## src/rtl/orb_ram_write_arbiter_if.sv

```systemverilog
// Packer-side request bus and RAM write port of the orbital-word write arbiter.
// master = packers/RAM side driving requests, slave = the arbiter.
interface orb_ram_write_arbiter_if #(
  parameter int N  = 3,
  parameter int AW = 11,
  parameter int DW = 12
);
  logic [N-1:0]    req;
  logic [N*AW-1:0] req_addr;
  logic [N*DW-1:0] req_data;
  logic            clr_ovf;
  logic [N-1:0]    busy;
  logic [N-1:0]    ovf;
  logic            ram_we;
  logic [AW-1:0]   ram_addr;
  logic [DW-1:0]   ram_data;
  logic [2:0]      grant_id;

  modport master (
    output req, req_addr, req_data, clr_ovf,
    input  busy, ovf, ram_we, ram_addr, ram_data, grant_id
  );

  modport slave (
    input  req, req_addr, req_data, clr_ovf,
    output busy, ovf, ram_we, ram_addr, ram_data, grant_id
  );
endinterface

```

## src/rtl/orb_ram_write_arbiter.sv

```systemverilog
// Round-robin arbiter sharing the orbital-word RAM write port between N packers.
// Each packer owns a one-entry hold slot; the FSM drains slots with a stretched strobe.
module orb_ram_write_slot #(
  parameter int AW = 11,
  parameter int DW = 12
) (
  input  logic          clk,
  input  logic          rst,
  input  logic          req,
  input  logic [AW-1:0] addr,
  input  logic [DW-1:0] data,
  input  logic          grant,
  input  logic          clr_ovf,
  output logic          full,
  output logic          ovf,
  output logic [AW-1:0] slot_addr,
  output logic [DW-1:0] slot_data
);
  logic req_ok, take;

  // Address 0 is reserved, so such requests are silently ignored.
  assign req_ok = req & (addr != '0);
  assign take   = req_ok & (~full | grant);

  always_ff @(posedge clk or posedge rst) begin
    if (rst) begin
      full      <= 1'b0;
      ovf       <= 1'b0;
      slot_addr <= '0;
      slot_data <= '0;
    end else begin
      if (take) begin
        slot_addr <= addr;
        slot_data <= data;
      end
      full <= take | (full & ~grant);
      if (req_ok & full & ~grant) ovf <= 1'b1;
      else if (clr_ovf)           ovf <= 1'b0;
    end
  end
endmodule

module orb_ram_write_arbiter #(
  parameter int N       = 3,
  parameter int AW      = 11,
  parameter int DW      = 12,
  parameter int WE_LEN  = 4,
  parameter int GAP_LEN = 1
) (
  input logic clk,
  input logic rst,
  orb_ram_write_arbiter_if.slave bus
);
  localparam int IW = (N > 1) ? $clog2(N) : 1;

  typedef enum logic [1:0] {IDLE, WRITE, GAP} state_t;

  state_t                  state, state_d;
  logic [4:0]              cnt, cnt_d;
  logic                    we_q, we_d;
  logic [IW-1:0]           ptr, sel, cand;
  logic                    sel_vld, load;
  logic [N-1:0]            full, ovf, gnt;
  logic [N-1:0][AW-1:0]    slot_addr;
  logic [N-1:0][DW-1:0]    slot_data;
  logic [AW-1:0]           addr_q;
  logic [DW-1:0]           data_q;
  logic [2:0]              gid_q;

  for (genvar i = 0; i < N; i++) begin : g_slot
    orb_ram_write_slot #(.AW(AW), .DW(DW)) u_slot (
      .clk      (clk),
      .rst      (rst),
      .req      (bus.req[i]),
      .addr     (bus.req_addr[i*AW +: AW]),
      .data     (bus.req_data[i*DW +: DW]),
      .grant    (gnt[i]),
      .clr_ovf  (bus.clr_ovf),
      .full     (full[i]),
      .ovf      (ovf[i]),
      .slot_addr(slot_addr[i]),
      .slot_data(slot_data[i])
    );
  end

  // Scan downwards so the slot nearest after ptr is the last (winning) assignment.
  always_comb begin
    sel     = '0;
    sel_vld = 1'b0;
    cand    = '0;
    for (int k = N; k >= 1; k--) begin
      cand = IW'((int'(ptr) + k) % N);
      if (full[cand]) begin
        sel     = cand;
        sel_vld = 1'b1;
      end
    end
  end

  always_comb begin
    state_d = state;
    cnt_d   = cnt;
    we_d    = we_q;
    load    = 1'b0;
    unique case (state)
      IDLE: if (sel_vld) begin
        load    = 1'b1;
        we_d    = 1'b1;
        cnt_d   = 5'd1;
        state_d = WRITE;
      end
      WRITE: if (cnt == 5'(WE_LEN)) begin
        we_d    = 1'b0;
        cnt_d   = 5'd1;
        state_d = GAP;
      end else begin
        cnt_d = cnt + 5'd1;
      end
      GAP: if (cnt == 5'(GAP_LEN)) state_d = IDLE;
           else                     cnt_d   = cnt + 5'd1;
      default: state_d = IDLE;
    endcase
  end

  always_comb begin
    gnt = '0;
    for (int i = 0; i < N; i++) gnt[i] = load & (sel == IW'(i));
  end

  always_ff @(posedge clk or posedge rst) begin
    if (rst) begin
      state  <= IDLE;
      cnt    <= '0;
      we_q   <= 1'b0;
      ptr    <= IW'(N - 1);
      addr_q <= '0;
      data_q <= '0;
      gid_q  <= '0;
    end else begin
      state <= state_d;
      cnt   <= cnt_d;
      we_q  <= we_d;
      if (load) begin
        ptr    <= sel;
        addr_q <= slot_addr[sel];
        data_q <= slot_data[sel];
        gid_q  <= 3'(sel);
      end
    end
  end

  assign bus.busy     = full;
  assign bus.ovf      = ovf;
  assign bus.ram_we   = we_q;
  assign bus.ram_addr = addr_q;
  assign bus.ram_data = data_q;
  assign bus.grant_id = gid_q;
endmodule

```

## src/flat_wrapper.sv

```systemverilog
// flat-port wrapper written by rule: the top's interface ports become plain ports
module orb_ram_write_arbiter_flat 
#(
  parameter int N       = 3,
  parameter int AW      = 11,
  parameter int DW      = 12,
  parameter int WE_LEN  = 4,
  parameter int GAP_LEN = 1
)
  (clk, rst, bus_req, bus_req_addr, bus_req_data, bus_clr_ovf, bus_busy, bus_ovf, bus_ram_we, bus_ram_addr, bus_ram_data, bus_grant_id);
  orb_ram_write_arbiter_if #(.N(N), .AW(AW), .DW(DW)) bus_i ();
  input logic clk;
  input logic rst;
  input wire logic [$bits(bus_i.req)-1:0] bus_req;
  input wire logic [$bits(bus_i.req_addr)-1:0] bus_req_addr;
  input wire logic [$bits(bus_i.req_data)-1:0] bus_req_data;
  input wire logic [$bits(bus_i.clr_ovf)-1:0] bus_clr_ovf;
  output wire logic [$bits(bus_i.busy)-1:0] bus_busy;
  output wire logic [$bits(bus_i.ovf)-1:0] bus_ovf;
  output wire logic [$bits(bus_i.ram_we)-1:0] bus_ram_we;
  output wire logic [$bits(bus_i.ram_addr)-1:0] bus_ram_addr;
  output wire logic [$bits(bus_i.ram_data)-1:0] bus_ram_data;
  output wire logic [$bits(bus_i.grant_id)-1:0] bus_grant_id;
  assign bus_i.req = bus_req;
  assign bus_i.req_addr = bus_req_addr;
  assign bus_i.req_data = bus_req_data;
  assign bus_i.clr_ovf = bus_clr_ovf;
  assign bus_busy = bus_i.busy;
  assign bus_ovf = bus_i.ovf;
  assign bus_ram_we = bus_i.ram_we;
  assign bus_ram_addr = bus_i.ram_addr;
  assign bus_ram_data = bus_i.ram_data;
  assign bus_grant_id = bus_i.grant_id;
  orb_ram_write_arbiter #(.N(N), .AW(AW), .DW(DW), .WE_LEN(WE_LEN), .GAP_LEN(GAP_LEN)) u_core (.clk(clk), .rst(rst), .bus(bus_i));
endmodule
```

## config.mk

```make
export PLATFORM = sky130hd
export DESIGN_NAME = orb_ram_write_arbiter_flat
export DESIGN_NICKNAME = d
export VERILOG_FILES = /design/src/rtl/orb_ram_write_arbiter_if.sv /design/src/rtl/orb_ram_write_arbiter.sv /design/src/flat_wrapper.sv
export SDC_FILE = /design/constraint.sdc
export NUM_CORES = 1
export LEC_CHECK = 0
export CAP_MARGIN = 15
export CORE_MARGIN = 4
export CORE_UTILIZATION = 31
export CTS_CLUSTER_DIAMETER = 200
export DETAILED_ROUTE_END_ITERATION = 12
export PLACE_DENSITY = 0.53
export SYNTH_ARGS = -nofsm -noshare
export SYNTH_HDL_FRONTEND = slang
export SYNTH_HIERARCHICAL = 1
export SYNTH_SLANG_ARGS = --single-unit
```

## constraint.sdc

```tcl
create_clock -name clk -period 3.2 [get_ports clk]
set_input_delay 0.64 -clock clk [delete_from_list [all_inputs] [get_ports clk]]
set_output_delay 0.64 -clock clk [all_outputs]
set_load 0.01 [all_outputs]
```

==> results of run 1 <==
metal layers:
| metal | global-route usage | share of wire |
|---|---|---|
| met1 | 0.1980 | 0.48 |
| met2 | 0.2173 | 0.47 |
| met5 | 0 | 0 |
| met4 | 0.04892 | 0.014 |
| met3 | 0.02230 | 0.033 |
metrics by stage:
step           power [mW]  hold slack, ns
6_report            4.998          0.4913
5_1_grt             5.279          0.5073
4_1_cts             5.052          0.4910
3_5_place_dp        3.901          0.4702
3_3_place_gp        3.883          0.4838
2_1_floorplan       3.178          0.4652
logic make-up after synthesis:
family / after synthesis / synth area share
compound gates: 94 / 0.1575
fa+ha+maj: 10 / 0.02337
buf+inv: 41 / 0.04744
flops: 109 / 0.5097
mux: 64 / 0.1482
other cells: 1 / 0.0007004
simple gates: 107 / 0.1131
worst max-delay path, stage by stage, from the launching register on:
cell,delay [ns]
dfstp_2,0.56
inv_1,0.06
ha_1,0.23
or3b_1,0.36
a21oi_1,0.17
o221a_2,0.24
buf_6,0.20
and2_1,0.19
nand2b_1,0.16
and2_1,0.26
nand2_8,0.18
mux2_4,0.33
area by class of cell:
class | instances | area, µm²
Clock buffer | 11 | 242.7
Clock inverter | 5 | 60.06
Fill cell | 1575 | 9834
Inverter | 17 | 63.81
Multi-Input combinational cell | 276 | 2400
Sequential cell | 109 | 2729
Tap cell | 220 | 275.3
Timing Repair Buffer | 118 | 1155
state kept, by name (all words and copies together), names as in the netlist:
register and cells:
u_core/bus.grant_id 1, u_core/ptr 2, u_core/g_slot.u_slot/slot_data 36, u_core/g_slot.u_slot/full 3, u_core/state 2, u_core/g_slot.u_slot/slot_addr 33, u_core/bus.ram_we 1, u_core/bus.ram_addr 11
u_core/bus.ram_data 12, u_core/g_slot.u_slot/ovf 3, u_core/cnt 5
placed cells by master (no fill, tap or decap), drive strengths merged, types with 2 or more instances in the layout:
cell type      netlist  final
dfrtp              108    108
clkdlybuf4s50        0    106
nand2               38     38
mux2                38     38
a22o                34     34
nand3               30     30
mux2i               26     26
o211ai              23     23
inv                 17     17
buf                 14     12
clkbuf              10     11
ha                  10     10
nor2                 7      7
nand2b               7      7
nor4                 6      6
a21oi                5      5
and2                 5      5
a21o                 4      4
nor3                 4      4
o21ai                4      4
a32o                 3      3
o22ai                3      3
clkinv               0      3
nand3b               2      2
o21a                 2      2
a31o                 2      2
nand4                2      2
a21bo                2      2
a2bb2oi              2      2
a31oi                2      2
cells in the mapped netlist (all sizes together), types with 4 or more instances:
library cell,count,area [µm²]
nand3,30,165.2
o21ai,4,20.01
dfrtp,108,2703
a21o,4,30.03
nand2,38,165.2
a21oi,5,25.02
buf,14,151.4
nor3,4,20.02
ha,10,125.1
a22o,34,297.8
nand2b,7,43.79
inv,17,63.81
and2,5,31.28
mux2,38,529.3
clkbuf,10,38.78
nor4,6,75.07
mux2i,26,264.0
nor2,7,26.28
o211ai,23,217.7
worst paths after layout:
check | depth (start not counted) | slack, ns | to | start
worst min register to register | 2 | 0.49 | u_core/bus.ram_addr[5] | u_core/bus.ram_addr[5]
worst max-delay path | 11 | 0.14 | u_core/g_slot[2].u_slot/slot_data[8] | u_core/ptr[1]
max in group asynchronous | 2 | 1.63 | u_core/g_slot[2].u_slot/slot_addr[10] | rst
worst max register to register | 11 | 0.14 | u_core/g_slot[2].u_slot/slot_data[8] | u_core/ptr[1]
worst min-delay path | 2 | 0.49 | u_core/bus.ram_addr[5] | u_core/bus.ram_addr[5]
min in group asynchronous | 3 | 0.78 | u_core/g_slot[1].u_slot/slot_data[3] | rst
power by group through the flow:
stage | clock network (mW) | registers, mW | logic [mW]
floorplan | 0 | 2.19 | 0.985
global placement | 0 | 2.24 | 1.64
detailed placement | 0 | 2.24 | 1.66
CTS | 1.16 | 2.23 | 1.67
global route | 1.20 | 2.28 | 1.79
finish | 1.12 | 2.22 | 1.66
==> impl_metrics.json, run 1 <==
{
  "antenna_found_initial": 0,
  "routabilityCongestion": 0.7761,
  "synth_area_um2": 5354,
  "finalNetCount": 616,
  "firstDrtPassIters": 4,
  "grt_pass1_vias": 3866,
  "cap_violations": 0,
  "layout_worst_path_cycle_share": 0.9560,
  "grt_usage": 0.1396,
  "holdCritPathClass": "reg -> reg",
  "root_buffer": "clkbuf_16",
  "yosysSeqAreaShare": 0.5097,
  "async_flop_share": 1.000,
  "ys_seq_elements": 109,
  "peakVddDrop_mv": 0.3068,
  "vias_per_cell": 4.886,
  "drtIter0Drc": 130,
  "start_util": 0.3194,
  "clkPwrFrac": 0.224,
  "synth-edff-count": 0,
  "core_um2": 16760,
  "internal_power_mw": 3.479,
  "num_vias": 3694,
  "tritoncts": "built",
  "synth.avg_cell_area_um2": 12.57,
  "fin_worst_skew_ns": 0.007948,
  "yosysUniqueCellTypes": 58,
  "max_freq_mhz": 326.9,
  "setup_violations": 0,
  "cts.clk_slew.worst_paths_ns": 0.07,
  "fin_cells": 756,
  "pin_count": 108,
  "port_buffers": 106,
  "cp_data_arrival_time_ns": 3.29,
  "grt_max_degree": 35,
  "place_area_um2": 6590,
  "outcome": "finished, final reports clean",
  "worstSetupPathType": "reg -> reg",
  "leakage_nw": 3.220,
  "detail-route-antenna-nets": 0,
  "clock_latency_ns": 0.34,
  "clock-sinks": 109,
  "dp_slack_ns": 0.08100,
  "maxSlewViolCount": 0,
  "cts_made_buffers": 9,
  "drc": 0,
  "required_ns": 3.43,
  "dieWidth_um": 139.4,
  "grt_pass1_wl_mm": 21.53,
  "die_h_um": 139.4,
  "final_util": 0.4132,
  "drt-total-wl_mm": 13.46,
  "overflow": 0,
  "finalSetupTns_ns": 0,
  "wire_per_inst_um": 17.80,
  "cp-end-kind": "flip-flop",
  "diodes": 0,
  "ctsResizeCount": 0,
  "relSlewSlack": 0.3464,
  "hold_violations": 0,
  "ys_warn_count": 6,
  "hold_buffers": 0,
  "setup_ws_ns": 0.1409,
  "cts_buffer_depth": 2,
  "ys.flop_type": "dfrtp_1",
  "dp.cells": 740,
  "grt_setup_unrepaired": "no",
  "swShare": 0.3038,
  "worst-path-max-fanout": 24,
  "finalInstanceArea_um2": 6925,
  "tightest_slew_ns": 0.9793,
  "syn_nets": 511,
  "p_sw_mw": 1.518,
  "power.density_nw_per_um2": 721.6,
  "seqPwrFrac": 0.444,
  "rows": 47,
  "die_area_um2": 19440,
  "area_growth_pct": 29.35,
  "period_needed_ns": 3.059,
  "critPathLaunchType": "flip-flop",
  "cts_setup_buffers": 0,
  "drive_gt1_frac": 0.1810,
  "comb_power_share": 0.331,
  "htree_num_levels": 3,
  "syn_inst": 426,
  "dp.final_hpwl_mm": 10.51
}
(Power assumes the default switching activity.)
==> run 2: changes to the inputs <==
--- a/config.mk
+++ b/config.mk
@@ -8,6 +8,7 @@
 export CAP_MARGIN = 15
 export CORE_MARGIN = 4
 export CORE_UTILIZATION = 31
+export CTS_BUF_LIST = sky130_fd_sc_hd__clkbuf_16
 export CTS_CLUSTER_DIAMETER = 200
 export DETAILED_ROUTE_END_ITERATION = 12
 export PLACE_DENSITY = 0.53
==> run 2 against run 1 <==
Against the previous run: sequential cell count unchanged; critical path depth did not move; design area is 0.14% lower; via count rose by 0.16%; wire length is 0.10% higher; clock power is essentially flat; setup slack worse by 0.0019 ns; largest power group unchanged; non-clock buffer count did not move; worst hold slack about the same; count of clock-buffer cells in the layout is 2 lower; critical path type unchanged.
==> impl_metrics.json, run 2 (synthesis gave the netlist of run 1 again) <==
{
  "regMostFlops": "u_core/g_slot.u_slot/slot_data",
  "place_area_um2": 6590,
  "setup_violations": 0,
  "finalSetupTns_ns": 0,
  "hold_violations": 0,
  "hold_buffers": 0,
  "drtIter0Drc": 132,
  "die_area_um2": 19440,
  "routabilityCongestion": 0.7761,
  "total_power_mw": 4.975,
  "vias_per_cell": 4.894,
  "required_ns": 3.43,
  "layout_worst_path_cycle_share": 0.9566,
  "max_freq_mhz": 326.7,
  "layout_commonest_cell": "dfrtp_1",
  "cp_data_arrival_time_ns": 3.29,
  "leakage_nw": 3.219,
  "overflow": 0,
  "start_util": 0.3194,
  "largest_reg_flops": 36,
  "clkPwrFrac": 0.220,
  "power.density_nw_per_um2": 719.4,
  "cts_made_buffers": 9,
  "cp-end-kind": "flip-flop",
  "antenna_found_initial": 0,
  "critPathLaunchType": "flip-flop",
  "pin_count": 108,
  "area_growth_pct": 29.17,
  "tightest_slew_ns": 0.9787,
  "die_h_um": 139.4,
  "grt_setup_unrepaired": "no",
  "worstSetupPathType": "reg -> reg",
  "drc": 0,
  "layout_common_cells": "108 x dfrtp_1, 106 x clkdlybuf4s50_1, 35 x nand2_1",
  "drt-total-wl_mm": 13.47,
  "final_util": 0.4126,
  "holdCritPathClass": "reg -> reg",
  "tritoncts": "built",
  "core_um2": 16760,
  "peakVddDrop_mv": 0.3078,
  "dieWidth_um": 139.4,
  "finalNetCount": 616,
  "rows": 47,
  "fin_hold_ws_ns": 0.4913,
  "diodes": 0,
  "grt_max_degree": 35,
  "maxSlewViolCount": 0,
  "dp.final_hpwl_mm": 10.51,
  "p_sw_mw": 1.523,
  "finalInstanceArea_um2": 6915,
  "num_vias": 3700,
  "worst-path-max-fanout": 24,
  "clock_latency_ns": 0.34,
  "relSlewSlack": 0.3468,
  "grt_pass1_vias": 3873,
  "grt_usage": 0.1397,
  "outcome": "finished, final reports clean",
  "cap_violations": 0,
  "detail-route-antenna-nets": 0,
  "htree_num_levels": 3,
  "cts_buffer_depth": 2,
  "firstDrtPassIters": 4,
  "fin_worst_skew_ns": 0.004889,
  "port_buffers": 106,
  "drive_gt1_frac": 0.1791,
  "clock-sinks": 109,
  "swShare": 0.3061,
  "root_buffer": "clkbuf_16",
  "seqPwrFrac": 0.446,
  "comb_power_share": 0.333,
  "cts.clk_slew.worst_paths_ns": 0.07,
  "period_needed_ns": 3.061,
  "wire_per_inst_um": 17.82,
  "grt_pass1_wl_mm": 21.56,
  "internal_power_mw": 3.452
}
## run 2: changes by cell type in the layout (fill, tap and decap cells not counted)
cell | previous run | this run
clkbuf_1 | 1 | 0
clkbuf_8 | 1 | 0
clkinv_1 | 0 | 1
inv_1 | 16 | 17
## run 2: path summary, 6_finish.rpt
| path | slack, ns | cells after the start | from | to |
|---|---|---|---|---|
| setup / recovery | 0.14 | 11 | u_core/ptr[1] | u_core/g_slot[2].u_slot/slot_data[8] |
| hold / removal | 0.49 | 2 | u_core/bus.ram_addr[5] | u_core/bus.ram_addr[5] |
| setup reg to reg | 0.14 | 11 | u_core/ptr[1] | u_core/g_slot[2].u_slot/slot_data[8] |
| hold reg to reg | 0.49 | 2 | u_core/bus.ram_addr[5] | u_core/bus.ram_addr[5] |
| max in group asynchronous | 1.63 | 2 | rst | u_core/g_slot[2].u_slot/slot_addr[9] |
| min in group asynchronous | 0.78 | 3 | rst | u_core/g_slot[1].u_slot/slot_data[3] |
## run 2: power groups by stage
stage | logic [mW] | registers, mW | clock network, mW
2_1_floorplan | 0.985 | 2.19 | 0
3_3_place_gp | 1.64 | 2.24 | 0
3_5_place_dp | 1.66 | 2.24 | 0
4_1_cts | 1.67 | 2.22 | 1.13
5_1_grt | 1.79 | 2.28 | 1.18
6_report | 1.66 | 2.22 | 1.10
## run 2: what timing repair did
| item | 4_1_cts | 5_1_grt |
|---|---|---|
| endpoints found under the setup margin | 0 | 36 |
| resized for setup | 0 | 5 |
| endpoints found under the hold margin | 0 | 0 |
| buffers inserted | 0 | 0 |
## run 2: final cells by class
class,instances,area (µm²)
sequential,109,2729
clock inverter,7,67.56
timing repair buffer,118,1155
inverter,17,63.81
tap,220,275.3
clock buffer,9,225.2
fill,1576,9844
multi-input combinational,276,2400
## run 2: critical path: stages (launching register included)
cell      delay, ns
dfstp_2        0.56
inv_1          0.06
ha_1           0.23
or3b_1         0.36
a21oi_1        0.17
o221a_2        0.24
buf_6          0.20
and2_1         0.19
nand2b_1       0.16
and2_1         0.26
nand2_8        0.17
mux2_4         0.33
## run 2: through the flow
| step | cells | setup WS, ns |
|---|---|---|
| finish | 756 | 0.1390 |
| global placement | 740 | 0.1473 |
| CTS | 756 | 0.05807 |
| global route | 756 | 0.0009512 |
| floorplan | 426 | 0.2078 |
| detailed placement | 740 | 0.08100 |
## run 2: per-layer routing
metal,part of all wire,track usage,vias up
li1,-,-,1779
met1,0.48,0.1982,1829
met2,0.47,0.2173,77
met3,0.035,0.02230,15
met4,0.017,0.04892,0
met5,0,0,-
==> run 3: changes to the inputs <==
--- a/config.mk
+++ b/config.mk
@@ -5,13 +5,15 @@
 export SDC_FILE = /design/constraint.sdc
 export NUM_CORES = 1
 export LEC_CHECK = 0
+export ABC_CLOCK_PERIOD_IN_PS = 3200
 export CAP_MARGIN = 15
 export CORE_MARGIN = 4
 export CORE_UTILIZATION = 31
 export CTS_BUF_LIST = sky130_fd_sc_hd__clkbuf_16
 export CTS_CLUSTER_DIAMETER = 200
 export DETAILED_ROUTE_END_ITERATION = 12
-export PLACE_DENSITY = 0.53
+export DONT_BUFFER_PORTS = 1
+export PLACE_DENSITY = 0.44
 export SYNTH_ARGS = -nofsm -noshare
 export SYNTH_HDL_FRONTEND = slang
 export SYNTH_HIERARCHICAL = 1
==> run 3 against run 2 <==
Against the previous run: die area is the same; clock power is 12% higher; register-to-register slack about the same; non-clock buffer count is 104 lower; global-route usage up 0.55 points; first-iteration DRC count up 42%; clock skew increased by 0.0056 ns; core utilization shrank 5.8 points; total power shrank 5.3%; critical endpoint is now u_core/g_slot[2].u_slot/slot_data[10]; highest routed layer unchanged.
==> impl_metrics.json, run 3 (synthesis gave the netlist of run 1 again) <==
{
  "outcome": "finished, final reports clean",
  "drive_gt1_frac": 0.2245,
  "relSlewSlack": 0.4557,
  "tritoncts": "built",
  "reg2reg_slack_ns": 0.15,
  "fill_cells": 1696,
  "routabilityCongestion": 0.8436,
  "peakVddDrop_mv": 0.3030,
  "finalInstanceArea_um2": 5943,
  "drtIter0Drc": 188,
  "setup_violations": 0,
  "layout_worst_path_cycle_share": 0.9542,
  "pin_count": 108,
  "port_buffers": 0,
  "finalNetCount": 512,
  "firstDrtPassIters": 4,
  "layout_common_cells": "108 x dfrtp_1, 35 x nand2_1, 34 x a22o_1",
  "worstReg2RegEnd": "u_core/g_slot[2].u_slot/slot_data[10]",
  "dp.final_hpwl_mm": 10.58,
  "overflow": 0,
  "layout_commonest_cell": "dfrtp_1",
  "holdCritPathClass": "in -> async",
  "clock_latency_ns": 0.35,
  "period_needed_ns": 3.054,
  "antenna_found_initial": 0,
  "cp-end-kind": "flip-flop",
  "largest_reg_flops": 36,
  "cap_violations": 0,
  "die_area_um2": 19440,
  "clock-sinks": 109,
  "maxSlewViolCount": 0,
  "area_growth_pct": 11.01,
  "grt_setup_unrepaired": "no",
  "grt_usage": 0.1451,
  "rows": 47,
  "regMostFlops": "u_core/g_slot.u_slot/slot_data",
  "hold_violations": 0,
  "core_um2": 16760,
  "leakage_nw": 2.856,
  "htree_num_levels": 3,
  "tightest_slew_ns": 0.8156,
  "dieWidth_um": 139.4,
  "start_util": 0.3194,
  "grt_pass1_vias": 3494,
  "place_area_um2": 5522,
  "worst-path-max-fanout": 23,
  "finalSetupTns_ns": 0,
  "vias_per_cell": 5.080,
  "drt-total-wl_mm": 13.98,
  "power.density_nw_per_um2": 793.1,
  "ff2ff_path_depth": 10,
  "die_h_um": 139.4,
  "wire_per_inst_um": 21.44,
  "cts.clk_slew.worst_paths_ns": 0.08,
  "drc": 0,
  "max_freq_mhz": 327.5,
  "fin_worst_skew_ns": 0.01044,
  "fin_hold_ws_ns": 0.07195,
  "num_vias": 3312,
  "worstSetupPathType": "reg -> reg",
  "rr_startpoint": "u_core/ptr[1]",
  "required_ns": 3.44,
  "diodes": 0,
  "root_buffer": "clkbuf_16",
  "cts_made_buffers": 9,
  "critPathLaunchType": "flip-flop",
  "detail-route-antenna-nets": 0,
  "cts_buffer_depth": 2,
  "cp_data_arrival_time_ns": 3.29,
  "grt_pass1_wl_mm": 21.82,
  "grt_max_degree": 26,
  "total_power_mw": 4.714
}
[run 3: cell types whose count changed in the layout (fill, tap and decap cells not counted), moves of 2 or more]
cell             previous run  this run
clkdlybuf4s50_1           106         0
buf_16                      0         3
clkinv_4                    2         0
inv_6                       0         2
[run 3: power breakdown]
part | switching [mW] | total (mW) | internal [mW] | leakage (nW)
logic | 0.531 | 1.16 | 0.629 | 1.39
registers | 0.450 | 2.32 | 1.87 | 1.31
clock network | 0.536 | 1.23 | 0.693 | 0.161
[run 3: area by class of cell]
cell class	count	area [µm²]	share of cell area
flip-flops and latches	109	2729	0.4592
multi-input cells	276	2389	0.4019
well taps	220	275.3	0.04632
clock buffers	9	225.2	0.03789
repair buffers	14	165.2	0.02779
clock inverters	7	96.34	0.01621
inverters	17	63.81	0.01074
[run 3: routing by layer]
| layer | vias to the layer above | GRT usage | share of wire |
|---|---|---|---|
| met5 | - | 0 | 0 |
| met4 | 0 | 0.02935 | 0.0059 |
| met3 | 5 | 0.06346 | 0.093 |
| met2 | 88 | 0.2196 | 0.46 |
| met1 | 1647 | 0.1946 | 0.44 |
| li1 | 1572 | - | - |
[run 3: critical path: stages (launching register included)]
cell and delay (ns):
dfstp_2 0.56, inv_1 0.06, ha_1 0.28, mux2i_2 0.33, a2bb2oi_2 0.31, a31oi_4 0.14
and2_1 0.19, nand2b_1 0.18, and2_1 0.22, nand2_4 0.29, mux2_2 0.38
[run 3: repair_timing]
item                                    4_1_cts  5_1_grt
endpoints found under the hold margin         0        0
endpoints found under the setup margin        0       13
resized for setup                             0        2
setup buffers                                 0        0
hold buffers                                  0        0
[run 3: worst max-delay path by stage]
stage | slack, ns | start | end
5_1_grt | 0.002 | u_core/ptr[1] | u_core/g_slot[2].u_slot/slot_data[11]
4_1_cts | 0.13 | u_core/ptr[1] | u_core/g_slot[0].u_slot/slot_data[10]
2_1_floorplan | 0.21 | u_core/ptr[1] | u_core/g_slot[0].u_slot/slot_data[0]
3_3_place_gp | 0.24 | u_core/ptr[1] | u_core/g_slot[0].u_slot/slot_data[9]
6_report | 0.15 | u_core/ptr[1] | u_core/g_slot[2].u_slot/slot_data[10]
3_5_place_dp | 0.15 | u_core/ptr[1] | u_core/g_slot[0].u_slot/slot_data[10]
[run 3: stage by stage]
stage                     std cells  setup WS [ns]    util
after floorplan                 426         0.2078       -
after detailed placement        633         0.1525  0.3295
after CTS                       649         0.1316  0.3486
after global placement          633         0.2399  0.3295
after global routing            652       0.001965  0.3546
final                           652         0.1465  0.3546
